$ cat src/rtl/sbox_sequencer.sv
// Time-multiplexed DES S-box sequencer: walks a 48-bit word through S1..S8 and assembles the 32-bit result.
// Define SBOX_SEQ_DUAL_EN to perform two lookups per RUN cycle (4 RUN cycles instead of 8).
module sbox_sequencer (
   input  logic        clk,
   input  logic        rst_n,
   input  logic        in_valid,
   output logic        in_ready,
   input  logic [48:1] in_data,
   output logic        out_valid,
   input  logic        out_ready,
   output logic [32:1] out_data,
   output logic        busy
);

   typedef enum logic [1:0] {IDLE, RUN, DONE} state_t;

   // Each entry is one S-box, row-major (row*16+col), first nibble at the MSB.
   localparam logic [255:0] SBOX_TAB [0:7] = '{
      256'hE4D12FB83A6C5907_0F74E2D1A6CB9538_41E8D62BFC973A50_FC8249175B3EA06D,
      256'hF18E6B34972DC05A_3D47F28EC01A69B5_0E7BA4D158C6932F_D8A13F42B67C05E9,
      256'hA09E63F51DC7B428_D709346A285ECBF1_D6498F30B12C5AE7_1AD069874FE3B52C,
      256'h7DE3069A1285BC4F_D8B56F03472C1AE9_A690CB7DF13E5284_3F06A1D8945BC72E,
      256'h2C417AB6853FD0E9_EB2C47D150FA3986_421BAD78F9C5630E_B8C71E2D6F09A453,
      256'hC1AF92680D34E75B_AF427C9561DE0B38_9EF528C3704A1DB6_432C95FABE17608D,
      256'h4B2EF08D3C975A61_D0B7491AE35C2F86_14BDC37EAF680592_6BD814A7950FE23C,
      256'hD2846FB1A93E50C7_1FD8A374C56B0E92_7B419CE206ADF358_21E74A8DFC90356B
   };

   // Row is the chunk's outer bits, column its inner four bits.
   function automatic logic [3:0] sbox_lookup(input logic [2:0] box, input logic [5:0] chunk);
      logic [255:0] tab;
      tab = SBOX_TAB[box] << {chunk[5], chunk[0], chunk[4:1], 2'b00};
      return tab[255:252];
   endfunction

   state_t      state_reg;
   logic [2:0]  cnt_reg;
   logic [48:1] operand_reg;

   logic [5:0]  chunk  [0:7];
   logic [5:0]  box_in [0:7];
   logic [3:0]  lut    [0:7];
   logic [2:0]  sel_a;
   logic [5:0]  chunk_a;
   logic [3:0]  nib_a;
   logic        last_step;

`ifdef SBOX_SEQ_DUAL_EN
   logic [2:0]  sel_b;
   logic [5:0]  chunk_b;
   logic [3:0]  nib_b;

   assign sel_a     = {cnt_reg[1:0], 1'b0};
   assign sel_b     = {cnt_reg[1:0], 1'b1};
   assign chunk_b   = chunk[sel_b];
   assign nib_b     = lut[sel_b];
   assign last_step = (cnt_reg == 3'd3);
`else
   assign sel_a     = cnt_reg;
   assign last_step = (cnt_reg == 3'd7);
`endif

   assign chunk_a = chunk[sel_a];
   assign nib_a   = lut[sel_a];

   generate
      for (genvar gi = 0; gi < 8; gi++) begin : g_box
         assign chunk[gi] = operand_reg[48-6*gi -: 6];
`ifdef SBOX_SEQ_DUAL_EN
         // Even boxes take the first chunk of the pair, odd boxes the second.
         assign box_in[gi] = (gi % 2 == 1) ? chunk_b : chunk_a;
`else
         assign box_in[gi] = chunk_a;
`endif
         assign lut[gi] = sbox_lookup(3'(gi), box_in[gi]);
      end
   endgenerate

   always_ff @(posedge clk or negedge rst_n) begin
      if (!rst_n) begin
         state_reg   <= IDLE;
         cnt_reg     <= '0;
         operand_reg <= '0;
         out_data    <= '0;
         in_ready    <= 1'b1;
         out_valid   <= 1'b0;
         busy        <= 1'b0;
      end else begin
         case (state_reg)
            IDLE: begin
               if (in_valid && in_ready) begin
                  operand_reg <= in_data;
                  out_data    <= '0;
                  cnt_reg     <= '0;
                  state_reg   <= RUN;
                  in_ready    <= 1'b0;
                  busy        <= 1'b1;
               end
            end
            RUN: begin
               for (int i = 0; i < 8; i++) begin
                  if (sel_a == 3'(i)) out_data[32-4*i -: 4] <= nib_a;
`ifdef SBOX_SEQ_DUAL_EN
                  if (sel_b == 3'(i)) out_data[32-4*i -: 4] <= nib_b;
`endif
               end
               cnt_reg <= cnt_reg + 3'd1;
               if (last_step) begin
                  state_reg <= DONE;
                  out_valid <= 1'b1;
               end
            end
            DONE: begin
               // in_ready rises only after this edge, so no accept can share the handshake cycle.
               if (out_valid && out_ready) begin
                  state_reg <= IDLE;
                  out_valid <= 1'b0;
                  in_ready  <= 1'b1;
                  busy      <= 1'b0;
               end
            end
            default: begin
               state_reg <= IDLE;
               in_ready  <= 1'b1;
               out_valid <= 1'b0;
               busy      <= 1'b0;
            end
         endcase
      end
   end

endmodule

$ cat config.mk
export PLATFORM = sky130hd
export DESIGN_NAME = sbox_sequencer
export DESIGN_NICKNAME = d
export VERILOG_FILES = /design/src/rtl/sbox_sequencer.sv
export SDC_FILE = /design/constraint.sdc
export NUM_CORES = 1
export LEC_CHECK = 0
export BUFFER_PORTS_ARGS = -buffer_cell sky130_fd_sc_hd__clkbuf_2
export CAP_MARGIN = 20
export CELL_PAD_IN_SITES_DETAIL_PLACEMENT = 0
export CELL_PAD_IN_SITES_GLOBAL_PLACEMENT = 1
export CORE_MARGIN = 4
export CORE_UTILIZATION = 45
export CTS_CLUSTER_DIAMETER = 150
export DETAILED_ROUTE_END_ITERATION = 7
export PLACE_DENSITY_LB_ADDON = 0.1
export SYNTH_ARGS = -nofsm -noshare
export SYNTH_HDL_FRONTEND = slang
export SYNTH_SLANG_ARGS = --single-unit
$ cat constraint.sdc
create_clock -name clk -period 5.5 [get_ports clk]
set_clock_uncertainty 0.2 [all_clocks]
set_input_delay 0.825 -clock clk [delete_from_list [all_inputs] [get_ports clk]]
set_output_delay 0.825 -clock clk [all_outputs]
set_load 0.02 [all_outputs]
==> impl_metrics.ini, run 1 <==
[detailed_routing]
ant_nets = 0
avgViaCountPerCell = 6.75
drt_iter0_drc = 1269
vias = 8014
wl_um = 29300
first_pass_iters = 8
drc_errors = 0
wire_per_inst_um = 24.7

[clocking]
cts_tree = yes
cts_buffers = 9
numClockSinks = 88
clk_pin_slew_ns = 0.06
cts-htree-levels = 3
cts-resized-gates = 0
postCtsHoldBufs = 0
cts_root_buf = clkbuf_16
clockBufferDepth = 2
post_cts_buffers = 0
clk_latency_ns = 0.34

[yosys]
synth_edf_count = 0
ys.flop_type = dfrtp_1
ys_seq_elements = 88
synth_area_um2 = 7460
synth-seq-area-share_pct = 29.5
ys_warn_count = 0
syn-instance-count = 929
synthArstFlopShare_pct = 100
syn-num-nets = 995
syn_area_per_cell_um2 = 8.03
ys_types = 80

[cells_and_area]
syn_to_final_growth_pct = 9.66
multiInputGateArea_um2 = 4730
fillers = 1574
largest_reg_flops = 48
drive_above_1_share_pct = 17.9
nets = 1033
fin_area_um2 = 8180
num_antenna_cells = 0
fin_util_pct = 51.0
regArea_um2 = 2200

[timing]
slew-limit-headroom_pct = 23.8
finalCritPeriodShare_pct = 88.7
setup_tns_ns = 0
finalMaxSlewViolations = 0
worstMarginPinSlew_ns = 1.14
setup_viol = 0
rsz0062_at_grt = false
finalHoldViolCount = 0
maxClockFrequency_mhz = 205
fin_crit_ns = 4.88

[global_routing]
grt_pass1_wl_um = 44700
grtUsageMet3_pct = 7.21
grt_util_met2_pct = 47.1
grt_antenna_before_repair = 0
met1_usage_pct = 40.6
grt_pass1_vias = 7652
grtUsageTotal_pct = 31.2
grt_start_max_net_pins = 75
gr-total-overflow = 0
busiest_layer = met2

[setup_path]
rr_worst_depth = 12
path_cells = mux4_2, mux2i_2, buf_4, ha_1, inv_1, mux2i_1, o21ai_0, a31oi_1, a311oi_1, a311o_1, mux2i_1, a22o_1
slowest_stage = dfrtp_1
cp_common_cell = mux2i_1
timing.reg2reg.setup_slack_ns = 0.62
arrival_ns = 4.95
start_kind = flop
critPathMaxFanout = 16
crit_type = reg2reg
worstReg2RegStart = cnt_reg[0]$_DFFE_PN0P_
end_kind = flop
required_ns = 5.57
max_stage_delay_ns = 0.67
r2r-end = out_data[1]$_DFFE_PN0P_

[die]
die_w_um = 137
dieArea_um2 = 18700
coreArea_um2 = 16100
rows = 46
start_util_pct = 46.5
die_h_um = 137
ioPinCount = 87

[status]
status = complete, no violations

[placed_design]
dp_hpwl_um = 20400
numPortBuffers = 86
placedInstanceArea_um2 = 7910
gp_congestion = 1.15

[job]
drv_cap = 0

[min_path]
hold_path_class = in2async
[cell usage in the layout, fill, tap and decap left out, drive strengths merged, types with 21 or more instances in the layout]
master | Yosys | final
a211oi | 24 | 24
a21oi | 33 | 33
buf | 47 | 28
clkbuf | 39 | 96
dfrtp | 87 | 87
mux2i | 45 | 45
nand2 | 230 | 230
nand3 | 42 | 42
nor2 | 66 | 66
nor3 | 21 | 21
o21ai | 63 | 63
[metrics by stage]
stage	std cells	setup WS (ns)	hold slack, ns
floorplan	929	1.22	0.237
global placement	1172	0.711	0.253
detailed placement	1172	0.752	0.260
CTS	1188	0.736	0.125
global route	1188	0.394	0.134
finish	1188	0.619	0.128
[worst max-delay path by stage]
stage	from	end	cells after the start
after floorplan	cnt_reg[0]$_DFFE_PN0P_	out_data[18]$_DFFE_PN0P_	15
after global placement	cnt_reg[0]$_DFFE_PN0P_	out_data[18]$_DFFE_PN0P_	11
after detailed placement	cnt_reg[0]$_DFFE_PN0P_	out_data[18]$_DFFE_PN0P_	11
after CTS	cnt_reg[0]$_DFFE_PN0P_	out_data[18]$_DFFE_PN0P_	11
after global routing	cnt_reg[0]$_DFFE_PN0P_	out_data[1]$_DFFE_PN0P_	12
final	cnt_reg[0]$_DFFE_PN0P_	out_data[1]$_DFFE_PN0P_	12
[synthesized netlist by cell type, types with 4 or more instances]
library cell	number	area, um^2
nor4_1	8	50.1
nor3_1	21	105
a211o_1	5	43.8
o221ai_1	7	61.3
a211oi_1	24	180
nand2_1	230	863
xnor2_2	4	65.1
mux4_1	5	131
nor2_1	66	248
buf_1	5	18.8
xnor2_1	7	61.3
inv_1	11	41.3
a21o_1	6	45.0
mux2i_4	6	135
a2111oi_0	6	52.6
o21ai_1	4	20.0
a311oi_1	9	78.8
nand3_1	42	210
mux2_2	9	101
a221oi_1	4	35.0
and2_1	6	37.5
mux4_2	7	158
buf_2	23	115
mux2i_1	38	380
o311a_1	4	40.0
a21oi_1	33	165
a22oi_1	5	37.5
o2111ai_1	7	61.3
buf_4	6	45.0
clkbuf_1	39	146
ha_1	14	175
o211ai_1	20	150
a31oi_1	9	56.3
dfrtp_1	87	2180
o31ai_1	4	30.0
o21ai_0	59	295
o22ai_1	7	43.8
buf_6	13	146
[cell type report]
class	instances	share of cell area, %
flip-flops and latches	88	26.9
clock buffers	11	2.97
inverters	15	0.688
multi-input cells	740	57.8
repair buffers	113	7.92
well taps	216	3.30
clock inverters	5	0.382
[routing by layer]
layer / vias to the layer above / share of wire (%)
met3: 198 / 11
li1: 3479 / -
met1: 3722 / 38
met2: 615 / 43
met4: 0 / 7.7
met5: - / 0
[critical path, delay by kind of cell (launching register included)]
kind,cells,cell delay (ns)
adders and majority gates,1,0.55
DFF,1,0.67
muxes,4,1.58
AOI/OAI and AO/OA,5,1.23
buffers and inverters,2,0.58
[cell families (layout without fill, tap and decap cells)]
family	after synthesis	in the layout	share of synthesized area, %
and+or+nand+nor	390	390	22.0
buffers and inverters	101	144	7.07
muxes	67	67	12.5
adders and majority gates	14	14	2.35
xor gates and xnor gates	11	11	1.69
AOI/OAI and AO/OA	258	258	24.8
DFF	88	88	29.5
Power of run 1 is left out: the tool's default activity adds up to more than one toggle a clock period on the data nets, which glitch-free logic cannot reach.
==> run 2, diff against run 1 <==
- CORE_ASPECT_RATIO: unset -> 0.7
==> run 2 against run 1 <==
Net effect:
- non-clock buffer count grew 13
- critical endpoint unchanged
- critical path depth shrank 1
- register-to-register slack gained 0.02 ns
- flip-flop and latch count is the same
- wire length grew 6.0%
- via count grew 1.4%
- critical path type unchanged
- count of clock-buffer cells in the layout grew 1
- hold slack gained 0.034 ns
- cell area grew 1.9%
- largest cell class unchanged
- global-route usage grew 1.8 points
- die area grew 0.17%
==> impl_metrics.ini, run 2 (synthesis gave the netlist of run 1 again) <==
[status]
status = complete, no violations

[timing]
fin_crit_ns = 4.86
setup_ws_ns = 0.641
finalHoldViolCount = 0
finalMaxSlewViolations = 0
finalCritPeriodShare_pct = 88.3
setup_viol = 0
rsz0062_at_grt = false
setup_tns_ns = 0
maxClockFrequency_mhz = 206
worstMarginPinSlew_ns = 1.00
slew-limit-headroom_pct = 33.1

[detailed_routing]
wire_per_inst_um = 25.7
drt_iter0_drc = 1286
vias = 8129
avgViaCountPerCell = 6.72
ant_nets = 0
wl_um = 31100
drc_errors = 0
first_pass_iters = 6

[cells_and_area]
multiInputGateArea_um2 = 4730
drive_above_1_share_pct = 18.9
regArea_um2 = 2200
num_antenna_cells = 0
largest_reg_flops = 48
mostFrequentLayoutCells = nand2_1, dfrtp_1, clkbuf_2
fin_area_um2 = 8340
fillers = 1614
syn_to_final_growth_pct = 11.7
final_common_cell = nand2_1
nets = 1046

[min_path]
hold_path_class = in2async

[setup_path]
required_ns = 5.57
crit_end = out_data[1]$_DFFE_PN0P_
start_kind = flop
crit_type = reg2reg
critPathMaxFanout = 13
timing.reg2reg.setup_slack_ns = 0.64
path_cells = mux4_1, mux2i_4, inv_2, ha_1, o21ai_0, a22oi_1, o2111ai_1, a21boi_0, a311o_1, mux2i_1, a22o_1
arrival_ns = 4.93
r2r-end = out_data[1]$_DFFE_PN0P_
critPathLaunch = cnt_reg[0]$_DFFE_PN0P_
max_stage_delay_ns = 0.65
worstReg2RegStart = cnt_reg[0]$_DFFE_PN0P_
rr_worst_depth = 11
end_kind = flop
slowest_stage = mux4_1

[die]
start_util_pct = 45.8
dieArea_um2 = 18700
die_w_um = 162
rows = 39
coreArea_um2 = 16300
ioPinCount = 87
die_h_um = 116

[clocking]
cts-htree-levels = 3
cts_buffers = 9
cts_root_buf = clkbuf_16
clk_pin_slew_ns = 0.06
cts_tree = yes
numClockSinks = 88
postCtsHoldBufs = 0
clockBufferDepth = 2
post_cts_buffers = 0
cts-resized-gates = 0
clk_latency_ns = 0.33

[global_routing]
gr-total-overflow = 0
grt_pass1_vias = 7808
grt_pass1_wl_um = 47200
grt_antenna_before_repair = 1
grtUsageTotal_pct = 32.9
grt_start_max_net_pins = 82

[placed_design]
dp_slack_ns = 0.819
dp_hpwl_um = 22300
placedInstanceArea_um2 = 8050
numPortBuffers = 86
gp_congestion = 1.07

[job]
drv_cap = 0
## run 2: stage by stage
step	hold slack, ns	cells	util, %
finish	0.161	1209	51.2
detailed placement	0.259	1193	49.4
floorplan	0.237	929	-
global route	0.167	1209	51.2
global placement	0.249	1193	49.4
CTS	0.156	1208	51.1
## run 2: layer usage
metal  GRT usage (%)  share of wire, %
met2            45.5                40
met4            9.35               3.4
met5               0             0.039
met1            47.5                42
met3            13.4                14
## run 2: cell type report
cell class,instances,area share (%)
clock buffers,12,3.08
clock inverters,3,0.210
inverters,15,0.675
multi-input cells,740,56.8
flip-flops and latches,88,26.4
well taps,225,3.38
repair buffers,126,9.48
## run 2: critical path: cells and delay by family, from the launching register on
family	cells	cell delay, ns
AO/OA/AOI/OAI	6	1.87
multiplexers	3	1.34
flip-flops	1	0.59
adder cells (fa/ha/maj)	1	0.59
buffers and inverters	1	0.19
## run 2: how the worst min path moves through the flow
stage / end / cells after the start
CTS: out_data[6]$_DFFE_PN0P_ / 1
global placement: chunk[46]$_DFFE_PN0P_ / 2
detailed placement: chunk[25]$_DFFE_PN0P_ / 2
floorplan: chunk[15]$_DFFE_PN0P_ / 2
global route: out_data[12]$_DFFE_PN0P_ / 1
finish: out_data[27]$_DFFE_PN0P_ / 1
Power of run 2 is left out for the same reason.
==> run 3, diff against run 2 <==
==> constraint.sdc (replaced) <==
create_clock -name clk -period 5.5 [get_ports clk]
set_clock_uncertainty 0.2 [all_clocks]
set_input_delay 0 -clock clk [delete_from_list [all_inputs] [get_ports clk]]
set_output_delay 0 -clock clk [all_outputs]
set_load 0.02 [all_outputs]
==> run 3 against run 2 <==
Net effect:
- core utilization rose by 3.2 points
- critical path depth rose by 1
- cell area rose by 6.3%
- wire length rose by 2.7%
- first-iteration DRC count fell by 3.7%
- non-clock buffer count rose by 51
- largest cell class unchanged
==> impl_metrics.ini, run 3 (synthesis gave the netlist of run 1 again) <==
[detailed_routing]
wl_um = 31900
avgViaCountPerCell = 6.64
drc_errors = 0
wire_per_inst_um = 25.4
ant_nets = 0
first_pass_iters = 6
drt_iter0_drc = 1238
vias = 8354

[timing]
maxClockFrequency_mhz = 209
slew-limit-headroom_pct = 37.5
finalMaxSlewViolations = 0
finalCritPeriodShare_pct = 87.2
worstMarginPinSlew_ns = 0.934
finalHoldViolCount = 0
fin_crit_ns = 4.80
rsz0062_at_grt = false
setup_viol = 0
setup_tns_ns = 0

[setup_path]
critPathLaunch = cnt_reg[0]$_DFFE_PN0P_
crit_end = out_data[4]$_DFFE_PN0P_
start_kind = flop
timing.reg2reg.setup_slack_ns = 0.70
required_ns = 5.56
r2r-end = out_data[4]$_DFFE_PN0P_
worstReg2RegStart = cnt_reg[0]$_DFFE_PN0P_
end_kind = flop
arrival_ns = 4.85
critPathMaxFanout = 29
crit_type = reg2reg
rr_worst_depth = 12

[cells_and_area]
num_antenna_cells = 0
mostFrequentLayoutCells = nand2_1, dfrtp_1, clkbuf_2
largest_reg_flops = 48
multiInputGateArea_um2 = 4730
drive_above_1_share_pct = 17.8
nets = 1097
regArea_um2 = 2200
syn_to_final_growth_pct = 18.8
fin_util_pct = 54.4
fillers = 1543
final_common_cell = nand2_1

[clocking]
clk_latency_ns = 0.33
clockBufferDepth = 2
cts-resized-gates = 0
cts_root_buf = clkbuf_16
post_cts_buffers = 0
clk_pin_slew_ns = 0.06
cts_tree = yes
cts-htree-levels = 3
cts_buffers = 9
numClockSinks = 88

[die]
rows = 39
dieArea_um2 = 18700
die_w_um = 162
die_h_um = 116
coreArea_um2 = 16300
ioPinCount = 87
start_util_pct = 45.8

[global_routing]
grt_antenna_before_repair = 0
gr-total-overflow = 0
grt_pass1_vias = 8100
grtUsageTotal_pct = 34.0
grt_pass1_wl_um = 49000
grt_start_max_net_pins = 82

[min_path]
hold_path_class = in2reg
whs_path_depth = 4

[status]
status = complete, no violations

[placed_design]
dp_hpwl_um = 22400
gp_congestion = 1.06
numPortBuffers = 86

[job]
drv_cap = 0
==> run 3: cell count changes in the layout (fill, tap and decap cells not counted), sizes merged <==
cell / before / now
bufinv: 0 / 2
dlygate4sd3: 0 / 52
clkbuf: 97 / 94
buf: 41 / 40
clkinv: 3 / 2
==> run 3: cell type report <==
| class | count | area share, % |
|---|---|---|
| Multi-Input combinational cell | 740 | 53.4 |
| Sequential cell | 88 | 24.8 |
| Clock inverter | 4 | 0.818 |
| Clock buffer | 9 | 2.54 |
| Tap cell | 225 | 3.17 |
| Inverter | 15 | 0.635 |
| Timing Repair Buffer | 177 | 14.6 |
==> run 3: worst min path at each step <==
stage	start	endpoint
after floorplan	rst_n	busy$_DFFE_PN0P_
after global placement	rst_n	out_data[12]$_DFFE_PN0P_
after detailed placement	rst_n	out_data[14]$_DFFE_PN0P_
after CTS	in_data[21]	chunk[20]$_DFFE_PN0P_
after global routing	in_data[12]	chunk[11]$_DFFE_PN0P_
final	in_data[20]	chunk[19]$_DFFE_PN0P_
==> run 3: repair_timing <==
action,CTS,global route
hold endpoints to repair,141,0
endpoints found under the setup margin,0,0
hold buffers,52,0
==> run 3: routing by layer <==
metal  global-route usage (%)  part of all wire (%)
met3                     11.4                    13
met1                     48.7                    43
met4                     7.77                   2.2
met5                        0                     0
met2                     50.1                    42
==> run 3: critical path, cell delays in order (launching register included) <==
cell and delay [ns]:
dfrtp_1 0.60, mux4_1 0.65, mux2i_4 0.44, ha_1 0.28, buf_4 0.39, nand2_1 0.39
o221a_2 0.41, a211oi_1 0.42, nor4_1 0.12, a21boi_1 0.17, buf_4 0.17, mux2_2 0.28
o21ai_1 0.14
==> run 3: per-stage QoR <==
stage | setup WS, ns | hold slack, ns | area, um^2 | std cells
after floorplan | 1.22 | -0.496 | 7460 | 929
after global placement | 0.737 | -0.315 | 8050 | 1193
after detailed placement | 0.831 | -0.310 | 8050 | 1193
after CTS | 0.823 | 0.181 | 8870 | 1258
final | 0.705 | 0.197 | 8870 | 1258
after global routing | 0.529 | 0.213 | 8870 | 1258
Power of run 3 is left out for the same reason.
